## src/rtl/stereo_pan_mixer.sv

```systemverilog
// stereo_pan_mixer: splits a signed mono sample into left/right channels
// using linear pan gains and one shared serial shift-add multiplier
// (15 iterations + 1 latch cycle per channel, LSB first).
// Optional build macro: PAN_SMOOTH_EN -- slew-limits the effective pan by
// at most PAN_STEP per accepted sample, starting from centre (0x4000).
module stereo_pan_mixer #(
  parameter int          SAMPLE_W = 16,
  parameter logic [15:0] PAN_STEP = 16'h0040
) (
  input  logic                       Clk,
  input  logic                       Reset,
  input  logic                       in_valid,
  input  logic signed [SAMPLE_W-1:0] sample_in,
  input  logic        [15:0]         pan,
  output logic                       busy,
  output logic                       out_valid,
  output logic signed [SAMPLE_W-1:0] left_out,
  output logic signed [SAMPLE_W-1:0] right_out,
  output logic                       overrun
);

  typedef enum logic [1:0] {IDLE, MUL_L, MUL_R, DONE} state_t;

`ifdef PAN_SMOOTH_EN
  localparam logic [14:0] PAN_RST = 15'h4000;
`else
  localparam logic [14:0] PAN_RST = 15'h0000;
`endif

  state_t                       state_reg, state_next;
  logic                         accept;
  logic                         last_iter;
  logic [3:0]                   cnt_reg;
  logic signed [SAMPLE_W-1:0]   sample_reg;
  logic signed [SAMPLE_W-1:0]   acc_reg;
  logic signed [SAMPLE_W-1:0]   addend;
  logic signed [SAMPLE_W-1:0]   left_res_reg;
  logic signed [SAMPLE_W-1:0]   right_res_reg;
  logic [14:0]                  gain_sr_reg;
  logic [14:0]                  pan_eff_reg;
  logic [14:0]                  pan_eff_next;
  logic [14:0]                  pan_clamped;

  // A negative pan word means "beyond full right"; pin it there.
  assign pan_clamped = pan[15] ? 15'h7FFF : pan[14:0];
  assign last_iter   = (cnt_reg == 4'd15);
  assign busy        = (state_reg != IDLE);
  assign addend      = gain_sr_reg[0] ? sample_reg : '0;

  // Effective pan for the sample being accepted this cycle.
  always_comb begin
    pan_eff_next = pan_clamped;
`ifdef PAN_SMOOTH_EN
    if (pan_clamped > pan_eff_reg) begin
      if ({1'b0, pan_clamped - pan_eff_reg} > PAN_STEP)
        pan_eff_next = pan_eff_reg + PAN_STEP[14:0];
    end else begin
      if ({1'b0, pan_eff_reg - pan_clamped} > PAN_STEP)
        pan_eff_next = pan_eff_reg - PAN_STEP[14:0];
    end
`endif
  end

  // State register.
  always_ff @(posedge Clk) begin
    if (Reset) state_reg <= IDLE;
    else       state_reg <= state_next;
  end

  // Next-state logic; accept only from IDLE so late strobes are dropped.
  always_comb begin
    state_next = state_reg;
    accept     = 1'b0;
    case (state_reg)
      IDLE:    if (in_valid) begin
                 accept     = 1'b1;
                 state_next = MUL_L;
               end
      MUL_L:   if (last_iter) state_next = MUL_R;
      MUL_R:   if (last_iter) state_next = DONE;
      DONE:    state_next = IDLE;
      default: state_next = IDLE;
    endcase
  end

  // Datapath: capture, serial multiply, result latching and output update.
  // The accumulator holds the running product already shifted right, so each
  // iteration adds the sample (if the gain bit is set) and halves with an
  // arithmetic shift; after 15 steps it equals floor(sample*gain / 2^15).
  always_ff @(posedge Clk) begin
    if (Reset) begin
      cnt_reg       <= '0;
      sample_reg    <= '0;
      acc_reg       <= '0;
      left_res_reg  <= '0;
      right_res_reg <= '0;
      gain_sr_reg   <= '0;
      pan_eff_reg   <= PAN_RST;
      out_valid     <= 1'b0;
      left_out      <= '0;
      right_out     <= '0;
      overrun       <= 1'b0;
    end else begin
      out_valid <= 1'b0;
      if (in_valid && state_reg != IDLE)
        overrun <= 1'b1;

      case (state_reg)
        IDLE: begin
          if (accept) begin
            sample_reg  <= sample_in;
            pan_eff_reg <= pan_eff_next;
            gain_sr_reg <= 15'h7FFF - pan_eff_next;
            acc_reg     <= '0;
            cnt_reg     <= '0;
          end
        end
        MUL_L, MUL_R: begin
          if (!last_iter) begin
            acc_reg <= SAMPLE_W'(($signed({acc_reg[SAMPLE_W-1], acc_reg})
                                 + $signed({addend[SAMPLE_W-1], addend})) >>> 1);
            gain_sr_reg <= gain_sr_reg >> 1;
            cnt_reg     <= cnt_reg + 4'd1;
          end else begin
            cnt_reg <= '0;
            acc_reg <= '0;
            if (state_reg == MUL_L) begin
              left_res_reg <= acc_reg;
              gain_sr_reg  <= pan_eff_reg;
            end else begin
              right_res_reg <= acc_reg;
            end
          end
        end
        DONE: begin
          left_out  <= left_res_reg;
          right_out <= right_res_reg;
          out_valid <= 1'b1;
        end
        default: ;
      endcase
    end
  end

endmodule
```

## config.mk

```make
export PLATFORM = sky130hd
export DESIGN_NAME = stereo_pan_mixer
export DESIGN_NICKNAME = d
export VERILOG_FILES = /design/src/rtl/stereo_pan_mixer.sv
export SDC_FILE = /design/constraint.sdc
export NUM_CORES = 1
export LEC_CHECK = 0
export BUFFER_PORTS_ARGS = -buffer_cell sky130_fd_sc_hd__buf_4
export CAP_MARGIN = 20
export CORE_MARGIN = 1
export CORE_UTILIZATION = 45
export DETAILED_ROUTE_END_ITERATION = 8
export PLACE_DENSITY_LB_ADDON = 0.05
export SETUP_SLACK_MARGIN = 0.3
export SYNTH_ARGS = -nofsm -noshare
export SYNTH_HDL_FRONTEND = slang
export SYNTH_SLANG_ARGS = --single-unit
```

## constraint.sdc

```tcl
create_clock -name Clk -period 6.6 [get_ports Clk]
set_clock_uncertainty 0.2 [all_clocks]
set_input_delay 1.98 -clock Clk [delete_from_list [all_inputs] [get_ports Clk]]
set_output_delay 1.98 -clock Clk [all_outputs]
set_load 0.01 [all_outputs]
```

==> flow_results.org, run 1 <==
** Clock tree
- TritonCTS built the clock tree.
- Resized cells post-CTS :: 0
- Depth of the CTS H-tree :: 4
- After clock tree synthesis, the clock-pin slew on the worst setup and hold paths is 0.06 ns.
- Maximum buffer depth of the clock tree :: 2
- Once the clock tree was built, the setup fixing pass inserted 0 buffers.
- For this design, the sink count on the clock tree is 134.
- Post-CTS Hold Fix Bufs :: 0
- Clock root buffer master :: sky130_fd_sc_hd__clkbuf_16
- Clock latency on the worst-skew pair :: 0.42 ns
- Number of buffers inserted during clock tree synthesis :: 17

** Yosys
- In this run, synthesis inferred 0 flip-flops with an integrated enable.
- Share of the yosys chip area belonging to registers :: 44.9%
- Dominant synthesized flop cell :: sky130_fd_sc_hd__dfxtp_1
- Synthesized area :: 5980 sq um
- Synthesized area per cell :: 8.11 sq um
- The Yosys step of the flow raised 0 warnings.
- Library cells used by synthesis :: 51
- Number of cells produced by synthesis :: 737
- Synthesized netlist net count :: 793
- The synthesized design contains 134 register bits.
- Fraction of synthesis flops using an asynchronous set or reset pin :: 0%

** Layout
- Commonest non-fill, non-tap cell in the layout :: sky130_fd_sc_hd__nand2_1
- Footprint of the multi-input gates :: 3060 sq um
- From synthesis to final layout, the design area changed by 19.8%.
- Once layout is done, the placed cells without fillers occupy 7170 sq um.
- Leading cell types in the layout, fill and taps excluded :: 160 x sky130_fd_sc_hd__nand2_1, 134 x sky130_fd_sc_hd__dfxtp_1, 85 x sky130_fd_sc_hd__nor2_1
- Layout filler cell count :: 1175
- The number of antenna diodes in the final layout is 0.
- NumNets Final :: 839
- Area used by sequential logic in the layout :: 2680 sq um
- Cells with a size suffix above 1 make up 14.4% of the layout.

** Detailed routing
- Detailed-route vias per instance :: 5.25
- In the routed design, unresolved DRC markers number 0.
- After the first detailed-routing iteration, the DRC count stood at 197.
- Number of vias in the routed layout :: 5069
- In this run the remaining antenna-violating nets after routing total 0.
- Total detailed-routing wirelength :: 14000 um
- Dividing the detail-routed wire length by the instance count gives 14.5 um.
- The first TritonRoute pass finished after 5 iterations.

** Setup path
- Largest incremental delay on the critical path :: 0.38 ns
- Kind of critical path :: reg -> out
- Buffers & Inverters on Critical Path :: 3
- Critical Path, Cell by Cell :: inv_1 > ha_1 > inv_1 > buf_4
- Most used cell, CP :: sky130_fd_sc_hd__inv_1
- CP max-delay cell :: sky130_fd_sc_hd__dfxtp_1
- Source of the worst register-to-register timing path :: state_reg[0]
- In this run the worst path has a maximum fanout of 5.
- Worst Path Required :: 4.42 ns
- The most critical setup path has its startpoint at state_reg[0].
- The kind of cell with the highest combined delay along the critical path is buffers and inverters.
- STA classifies the critical path startpoint as a flop.
- For the worst setup path, the data arrival time is 1.49 ns.
- The worst setup path is captured at an output port.

** GRT
- Remaining global-route overflow :: 0
- Vias in the first global route :: 4675
- Entering global routing, the biggest net connects 85 pins.
- The initial antenna violation count came to 0.
- Global-route wire length before repair :: 22900 um
- Global routing consumed, over all layers together, 21.8% of the routing resources.

** Timing
- Total negative setup slack :: 0 ns
- Worst slew pin tran :: 1.05 ns
- # setup viols final :: 0
- Final worst-path cycle share :: 55.6%
- RSZ-0062 raised after global routing :: no
- The number of failing hold endpoints at the final stage was 0.
- The final max-slew violation count came to 0.
- Highest clock rate :: 0.273 GHz
- Headroom to the max-slew limit came out at 30.0%.
- Counting I/O delays and the setup requirement, the final critical path takes 3.67 ns.

** Job
- Max-cap violation count :: 0

** Placement
- During placement, the flow inserted port buffers numbering 69.
- Routability-driven placement finished with a final weighted congestion of 0.878.
- Area after detailed placement :: 6530 sq um
- Half-perimeter wire length after detailed placement :: 9540 um

** Floorplanning
- The die covers 13800 sq um.
- In this run the count of I/O pins placed on the die edge is 70.
- The floorplan step set the die height to 117 um.
- Standard-cell row count :: 41
- From left edge to right edge, the die measures 117 um.
- Initial Utilization :: 46.8%
- Area of the core :: 12800 sq um

** Run status
- The flow ran to the end, and the final reports show no timing, DRC or antenna violations.

** Power
- For this design the ratio of total power to cell area is 354 nW/um^2.
- Max rail drop VDD :: 0.362 mV
- Leakage power :: 0.00286 uW
- The design draws 2540 uW.

** Min path
- Worst min-delay path class :: reg -> reg
- The startpoint identified for the worst hold timing path is sample_reg[4].
==> path summary, 6_finish.rpt <==
path                            cells past startpoint  slack [ns]              to
worst max-delay path                                4        2.93            busy
worst min-delay path                                2        0.25   sample_reg[4]
worst max register to register                      8        3.64  gain_sr_reg[7]
worst min register to register                      2        0.25   sample_reg[4]
==> layout make-up <==
cell class / instances / share of cell area (%)
well taps: 172 / 3.00
repair buffers: 74 / 8.03
multi-input cells: 550 / 42.7
clock buffers: 22 / 6.48
inverters: 6 / 0.314
flip-flops and latches: 134 / 37.4
clock inverters: 8 / 2.08
==> cell families after synthesis <==
| kind of cell | Yosys count | synth area share [%] |
|---|---|---|
| fa+ha+maj | 21 | 4.52 |
| compound gates | 146 | 14.7 |
| xor+xnor | 11 | 1.61 |
| flops | 134 | 44.9 |
| simple gates | 339 | 24.7 |
| buf+inv | 53 | 4.08 |
| mux | 33 | 5.52 |
==> through the flow <==
stage | hold WS, ns | setup slack (ns) | util, % | cells
floorplan | 0.232 | 3.29 | - | 737
global placement | 0.241 | 2.86 | 51.1 | 935
detailed placement | 0.244 | 2.76 | 51.1 | 935
CTS | 0.252 | 2.94 | 55.9 | 965
global route | 0.270 | 2.86 | 56.1 | 966
finish | 0.248 | 2.93 | 56.1 | 966
==> synthesized netlist by cell type (3+ instances only) <==
| cell type | number | area (sq um) |
|---|---|---|
| sky130_fd_sc_hd__xnor2_1 | 4 | 35.0 |
| sky130_fd_sc_hd__and3_1 | 6 | 37.5 |
| sky130_fd_sc_hd__o21ai_0 | 16 | 80.1 |
| sky130_fd_sc_hd__dfxtp_1 | 134 | 2680 |
| sky130_fd_sc_hd__inv_1 | 6 | 22.5 |
| sky130_fd_sc_hd__and2_1 | 16 | 100 |
| sky130_fd_sc_hd__a21o_1 | 4 | 30.0 |
| sky130_fd_sc_hd__a211oi_1 | 18 | 135 |
| sky130_fd_sc_hd__nor3_1 | 45 | 225 |
| sky130_fd_sc_hd__ha_1 | 20 | 250 |
| sky130_fd_sc_hd__nand4_1 | 6 | 37.5 |
| sky130_fd_sc_hd__mux2i_1 | 33 | 330 |
| sky130_fd_sc_hd__buf_1 | 4 | 15.0 |
| sky130_fd_sc_hd__clkbuf_1 | 26 | 97.6 |
| sky130_fd_sc_hd__xor2_1 | 7 | 61.3 |
| sky130_fd_sc_hd__buf_2 | 11 | 55.1 |
| sky130_fd_sc_hd__nand3_1 | 9 | 45.0 |
| sky130_fd_sc_hd__a21oi_1 | 80 | 400 |
| sky130_fd_sc_hd__a22oi_1 | 5 | 37.5 |
| sky130_fd_sc_hd__nand2_1 | 160 | 601 |
| sky130_fd_sc_hd__nor2_1 | 85 | 319 |
| sky130_fd_sc_hd__buf_6 | 3 | 33.8 |
==> worst min-delay path, cell delays in order, from the launching register on <==
cell and delay [ns]:
sky130_fd_sc_hd__dfxtp_1 0.30, sky130_fd_sc_hd__nand2_1 0.05, sky130_fd_sc_hd__a21oi_1 0.05
==> layer usage <==
layer	GRT usage (%)	part of all wire, %	vias up
met3	4.48	3.7	20
met4	9.62	2.2	0
met1	28.7	49	2329
met2	34.6	45	95
met5	0	0	-
li1	-	-	2625
==> report_power, final <==
| group | switching [uW] | leakage, uW | internal (uW) | total [uW] |
|---|---|---|---|---|
| clock | 334 | 0.000292 | 647 | 981 |
| sequential | 66.3 | 0.00109 | 908 | 974 |
| combinational | 370 | 0.00148 | 211 | 582 |
Note: power is estimated with default switching activity, not from simulation.
==> inputs of run 2 (changes only) <==
Clock period 6.6 ns to 3.1 ns, I/O delays scaled along.
==> run 2 against run 1 <==
Net effect: total power increased by 110%; count of clock-buffer cells in the layout decreased by 2; largest power group is now registers; first-iteration DRC count increased by 72%; global-route usage increased by 0.28 points.
==> flow_results.org, run 2 (synthesized netlist as in run 1, its figures left out) <==
** Placement
- Last weighted congestion value of the routability-driven placer :: 0.877
- Count of placed standard cells including taps :: 943
- At the placement stage, the worst setup path has a slack of 0.316 ns.
- Buffers placed on the I/O ports in this run total 69.
- Detailed placement finished with a half-perimeter wire length of 9680 um.

** Detailed routing
- Number of vias in the routed layout :: 5042
- Count of antenna-violating nets left after detailed routing :: 0
- Average routed wire per standard cell :: 14.5 um
- Initial DRT Pass Iterations :: 5
- The final layout contains routed wiring with a total length of 14200 um.
- Initial detailed-routing violation count :: 338
- Detailed-route vias per instance :: 5.17
- Number of remaining DRC errors :: 0

** Setup path
- Number of cells on the worst reg-to-reg path :: 8
- The worst setup path is launched from a flop.
- Most used cell, CP :: sky130_fd_sc_hd__inv_1
- Largest incremental delay on the critical path :: 0.39 ns
- Kind of critical path :: reg -> out
- Among all stages on the critical path, the largest delay is contributed by sky130_fd_sc_hd__dfxtp_1.
- STA puts the critical path data arrival time at 1.46 ns.
- Critical Path, Cell by Cell :: inv_1 > ha_1 > inv_1 > buf_4
- STA classifies the critical path endpoint as an output port.
- Of all nets on the critical path, the largest fanout is 5.
- Worst reg2reg setup slack :: 0.60 ns
- Worst Path Required :: 1.97 ns

** Timing
- Total count of hold-check failures in the final report :: 0
- Final critical-path required period :: 2.59 ns
- Final worst-path cycle share :: 83.6%
- Worst slew pin tran :: 0.595 ns
- RSZ-0062 raised after global routing :: no
- Max Slew Vio Count :: 0
- Derived from the worst setup path, the maximum achievable clock frequency is 0.386 GHz.
- Max-slew headroom :: 60.3%
- The worst path meets setup with 0.509 ns of slack.
- After routing, the total negative slack on setup checks comes to 0 ns.
- Setup violations remaining at the end of the flow were counted as 0.

** Layout
- NumNets Final :: 847
- Leaving out fill and tap cells, the most frequent cell in the layout is sky130_fd_sc_hd__nand2_1.
- Share of final-layout standard cells stronger than drive strength 1 :: 15.6%
- The area growth from synthesis to layout is 20.6%.
- Final cell count without fillers :: 975
- Final core utilization :: 56.5%
- Leading cell types in the layout, fill and taps excluded :: 160 x sky130_fd_sc_hd__nand2_1, 133 x sky130_fd_sc_hd__dfxtp_1, 85 x sky130_fd_sc_hd__nor2_1
- Ant. Diodes :: 0

** Clock tree
- The clock passes through at most 2 buffers.
- The H-tree was split into 4 levels.
- Number of sinks on the clock net :: 134
- Number of buffers inserted during clock tree synthesis :: 17
- The later pin in the worst-skew pair is clocked with a latency of 0.43 ns.
- Clock tree synthesis selected as its root buffer the cell sky130_fd_sc_hd__clkbuf_16.
- Post-CTS Hold Fix Bufs :: 0
- CTS clk-pin slew, worst paths :: 0.06 ns
- Setup Fix Bufs, Post-CTS :: 0
- TritonCTS clock tree :: done

** GRT
- Met2 global-route usage :: 35.0%
- The number of global-route vias before repair was 4565.
- Initial antenna violation count :: 0
- Met3 capacity usage during global routing :: 4.58%
- Global-route wire length before repair :: 22900 um
- Global route hottest layer :: met2
- Global routing consumed, on the met1 layer, 29.4% of the routing resources.
- For this run the aggregate overflow at the end of global routing stands at 0.
- Pin count of the biggest net entering global routing :: 43
- Tot GR Track Use :: 22.1%

** Power
- Summing internal, switching and leakage power gives 5380 uW.
- Summed over all nets, the switching power comes to 1690 uW.
- Max rail drop VDD :: 0.593 mV
- Power spread over the standard cell area amounts to 746 nW/um^2.
- Per report_power, the clock group accounts for 38.0% of the total.
- Leakage power :: 0.00288 uW
- Portion of total power attributed to sequential cells :: 38.6%
- In this run switching power makes up 31.5% of total power.
- Combinational power share :: 23.4%
- Internal power comes to 3680 uW.

** Floorplanning
- 70 I/O pins were placed.
- Die footprint :: 13800 sq um
- For this configuration, the core starts out at a cell density of 46.8%.
- The die is 117 um tall.
- Standard-cell row count :: 41
- From left edge to right edge, the die measures 117 um.
- The floorplan step defined a core boundary enclosing 12800 sq um.

** Min path
- Worst min-delay path class :: reg -> reg
- The worst hold path was traced through 2 stages.

** Job
- Across the run, the number of max-cap violations was 0.

** Run status
- The flow ran to the end, and the final reports show no timing, DRC or antenna violations.
run 2: metal layers:
layer / share of wire, % / wire length, um
met5: 0 / 0
met4: 1.9 / 265
met3: 3.5 / 499
met2: 46 / 6480
met1: 49 / 6930
run 2: per-stage QoR:
stage          hold slack [ns]  instance area [sq um]
3_3_place_gp             0.242                   6600
5_1_grt                  0.263                   7210
2_1_floorplan            0.232                   5980
3_5_place_dp             0.245                   6600
4_1_cts                  0.253                   7190
6_report                 0.250                   7210
run 2: worst max-delay path, delay by kind of cell (launching register included):
family / cells / cell delay (ns)
adder cells (fa/ha/maj): 1 / 0.25
flip-flops: 1 / 0.39
buffers and inverters: 3 / 0.40
run 2: area by class of cell:
class	count	area [sq um]
Clock buffer	20	447
Clock inverter	11	150
Fill cell	1200	5560
Inverter	6	22.5
Multi-Input combinational cell	550	3060
Sequential cell	134	2680
Tap cell	172	215
Timing Repair Buffer	82	636
run 2: worst paths after layout:
path | to | from
worst max-delay path | busy | state_reg[0]
worst min-delay path | sample_reg[11] | sample_reg[11]
worst max register to register | acc_reg[13] | gain_sr_reg[0]
worst min register to register | sample_reg[11] | sample_reg[11]
run 2: timing repair:
action                                 in CTS  in global routing
setup endpoints to repair                   0                  3
gates resized for setup                     0                  1
endpoints found under the hold margin       0                  0
run 2: power groups by stage:
stage | clock network, uW | registers [uW] | logic [uW]
after floorplan | 0 | 2060 | 995
after global placement | 0 | 2100 | 1220
after detailed placement | 0 | 2110 | 1240
after CTS | 2070 | 2080 | 1240
after global routing | 2150 | 2110 | 1410
final | 2050 | 2070 | 1260
==> inputs of run 3 (changes only) <==
Clock period 3.1 ns to 2.3 ns, I/O delays scaled along.
==> run 3 against run 2 <==
Net effect: worst hold slack lost 0.0020 ns; die area unchanged; sequential share of layout area down 4.1 points; via count is 7.3% higher; final cell count increased by 4.8%; critical path depth up 5; sequential power grew 35%; total power grew 49%; wire length is 12% higher; combinational power up 85%; non-clock buffer count increased by 45; first-iteration DRC count fell by 10%; highest routed layer unchanged.
==> flow_results.org, run 3 (synthesized netlist as in run 1, its figures left out) <==
** Run status
- The flow ran to the end, and the final reports show no timing, DRC or antenna violations.

** Layout
- The area growth from synthesis to layout is 35.8%.
- The post-route netlist has 27.8% of its cells at a drive strength greater than 1.
- Ant. Diodes :: 0
- The net count of the finished layout is 893.
- The library cell used most frequently in the layout, excluding fill and tap cells, is sky130_fd_sc_hd__nand2_1.
- Leading cell types in the layout, fill and taps excluded :: 156 x sky130_fd_sc_hd__nand2_1, 131 x sky130_fd_sc_hd__dfxtp_1, 113 x sky130_fd_sc_hd__buf_4
- Post-route cell area :: 8120 sq um
- Final core utilization :: 63.6%

** Floorplanning
- Initial Utilization :: 46.8%
- Area of the core :: 12800 sq um
- Die footprint :: 13800 sq um
- Standard-cell row count :: 41
- Die height :: 117 um
- The die is 117 um wide.
- In this run the count of I/O pins placed on the die edge is 70.

** Setup path
- Largest incremental delay on the critical path :: 0.37 ns
- Source of the worst register-to-register timing path :: gain_sr_reg[0]
- Worst reg2reg setup slack :: 0.09 ns
- Tracing the worst setup path back leads to its startpoint at gain_sr_reg[0].
- Kind of critical path :: reg -> reg
- Endpoint arrival time on the critical path :: 2.32 ns
- Endpoint class of the critical path :: flop
- Max Fanout on Critical Path :: 10
- For the worst setup path, the data required time is 2.41 ns.
- The signal on the critical path passes through buf_12 > and2_4 > ha_4 > nand4_1 > nor2_2 > and3_4 > o41ai_4 > xnor2_1 > a22o_1.
- The kind of cell with the highest combined delay along the critical path is simple AND/OR/NAND/NOR gates.
- CP max-delay cell :: sky130_fd_sc_hd__dfxtp_4
- The worst setup path is launched from a flop.
- Buffers & Inverters on Critical Path :: 1

** Clock tree
- TritonCTS clock tree :: done
- Depth of the CTS H-tree :: 4
- Clock-pin slew was measured on the worst setup and hold paths at 0.06 ns.
- The longest clock path from root to sink contains 2 buffers.
- Post-CTS Hold Fix Bufs :: 0
- Clock latency on the worst-skew pair :: 0.42 ns
- Clock root buffer master :: sky130_fd_sc_hd__clkbuf_16
- For this design, the sink count on the clock tree is 134.
- Number of buffers inserted during clock tree synthesis :: 17

** Detailed routing
- After detailed routing, the total wire length is 15900 um.
- Detailed-routed wire length on met3 :: 591 um
- The routed layout has 5412 vias.
- Number of remaining DRC errors :: 0
- Highest Signal Layer :: met4
- Wire segments on met2 add up to 7680 um in the final route.
- In the final routing, the length of wire on met1 measures 7260 um.
- The detailed router finished its first iteration with 304 violations.
- Detailed-route vias per instance :: 5.30
- For this run, the detailed router's first-pass iteration total came to 5.
- Once detail routing completed, the nets flagged for antenna violations numbered 0.
- Dividing the detail-routed wire length by the instance count gives 15.5 um.

** Placement
- Port Buffers :: 69
- Area after detailed placement :: 6950 sq um
- Half-perimeter wire length after detailed placement :: 10400 um
- Last weighted congestion value of the routability-driven placer :: 0.888

** GRT
- The number of global-route vias before repair came to 4914.
- Pin count of the biggest net entering global routing :: 64
- The initial antenna violation count was 0.
- Global-route wire length before repair :: 24700 um
- Summed over all layers, the global routing overflow is 0.
- Tot GR Track Use :: 23.9%

** Power
- Leakage power :: 0.00318 uW
- Cell area power density :: 989 nW/um^2
- The worst-case IR drop observed on VDD is 1.18 mV.

** Timing
- RSZ-0062 raised after global routing :: yes
- # setup viols final :: 0
- Timing would allow up to 0.452 GHz.
- The final max-slew violation count is 0.
- Total negative setup slack :: 0 ns
- The number of failing hold endpoints at the final stage came to 0.
- Measured against its own limit, the worst slew margin works out to 68.0%.
- The final critical path takes up 96.3% of the cycle.
- Worst slew pin tran :: 0.478 ns
- Final hold slack :: 0.248 ns
- Final critical-path required period :: 2.21 ns

** Job
- The tool flagged a number of max-cap violations equal to 0.

** Min path
- The worst hold path begins at sample_reg[15].
- The min-delay analysis places its worst path in the category reg -> reg.
## run 3: cell types whose count changed in the layout (fill, tap and decap cells not counted), sizes merged
cell / change
clkbuf: +1
bufinv: +1
buf: +45
clkinv: +4
clkinvlp: -5
nor2: +1
## run 3: path summary, 6_finish.rpt
| kind | end | cells past startpoint |
|---|---|---|
| worst min-delay path | sample_reg[15] | 2 |
| worst max register to register | acc_reg[12] | 9 |
| worst max-delay path | acc_reg[12] | 9 |
| worst min register to register | sample_reg[15] | 2 |
## run 3: stage by stage
| stage | power, uW | instances | setup slack [ns] |
|---|---|---|---|
| after floorplan | 4170 | 737 | 0.214 |
| after global placement | 4730 | 964 | -0.214 |
| after detailed placement | 4780 | 964 | -0.213 |
| after CTS | 7880 | 1008 | 0.0833 |
| after global routing | 8460 | 1022 | 0.0155 |
| final | 8030 | 1022 | 0.0854 |
## run 3: per-layer routing
layer / GRT usage, % / up-vias
li1: - / 2728
met1: 30.5 / 2510
met2: 39.6 / 141
met3: 4.69 / 33
met4: 9.96 / 0
met5: 0 / -
## run 3: final cells by class
class	count	area [sq um]
Inverter	6	25.0
Timing Repair Buffer	127	1060
Clock inverter	11	170
Clock buffer	21	470
Sequential cell	134	2690
Tap cell	172	215
Multi-Input combinational cell	551	3490
Fill cell	1083	4650
## run 3: repair_timing
item / in CTS / in global routing
gates cloned: 1 / 0
setup endpoints to repair: 35 / 53
gates resized for setup: 42 / 41
setup buffers: 11 / 14
endpoints found under the hold margin: 0 / 0
pin swaps: 26 / 31
## run 3: where the power goes
group	switching [uW]	internal, uW
sequential	174	2610
clock	1010	1910
combinational	1290	1040
## run 3: worst reg2reg max path, cell delays in order (launching register included)
cell                      delay (ns)
sky130_fd_sc_hd__dfxtp_4        0.37
sky130_fd_sc_hd__buf_12         0.14
sky130_fd_sc_hd__and2_4         0.16
sky130_fd_sc_hd__ha_4           0.23
sky130_fd_sc_hd__nand4_1        0.15
sky130_fd_sc_hd__nor2_2         0.06
sky130_fd_sc_hd__and3_4         0.18
sky130_fd_sc_hd__o41ai_4        0.33
sky130_fd_sc_hd__xnor2_1        0.11
sky130_fd_sc_hd__a22o_1         0.18
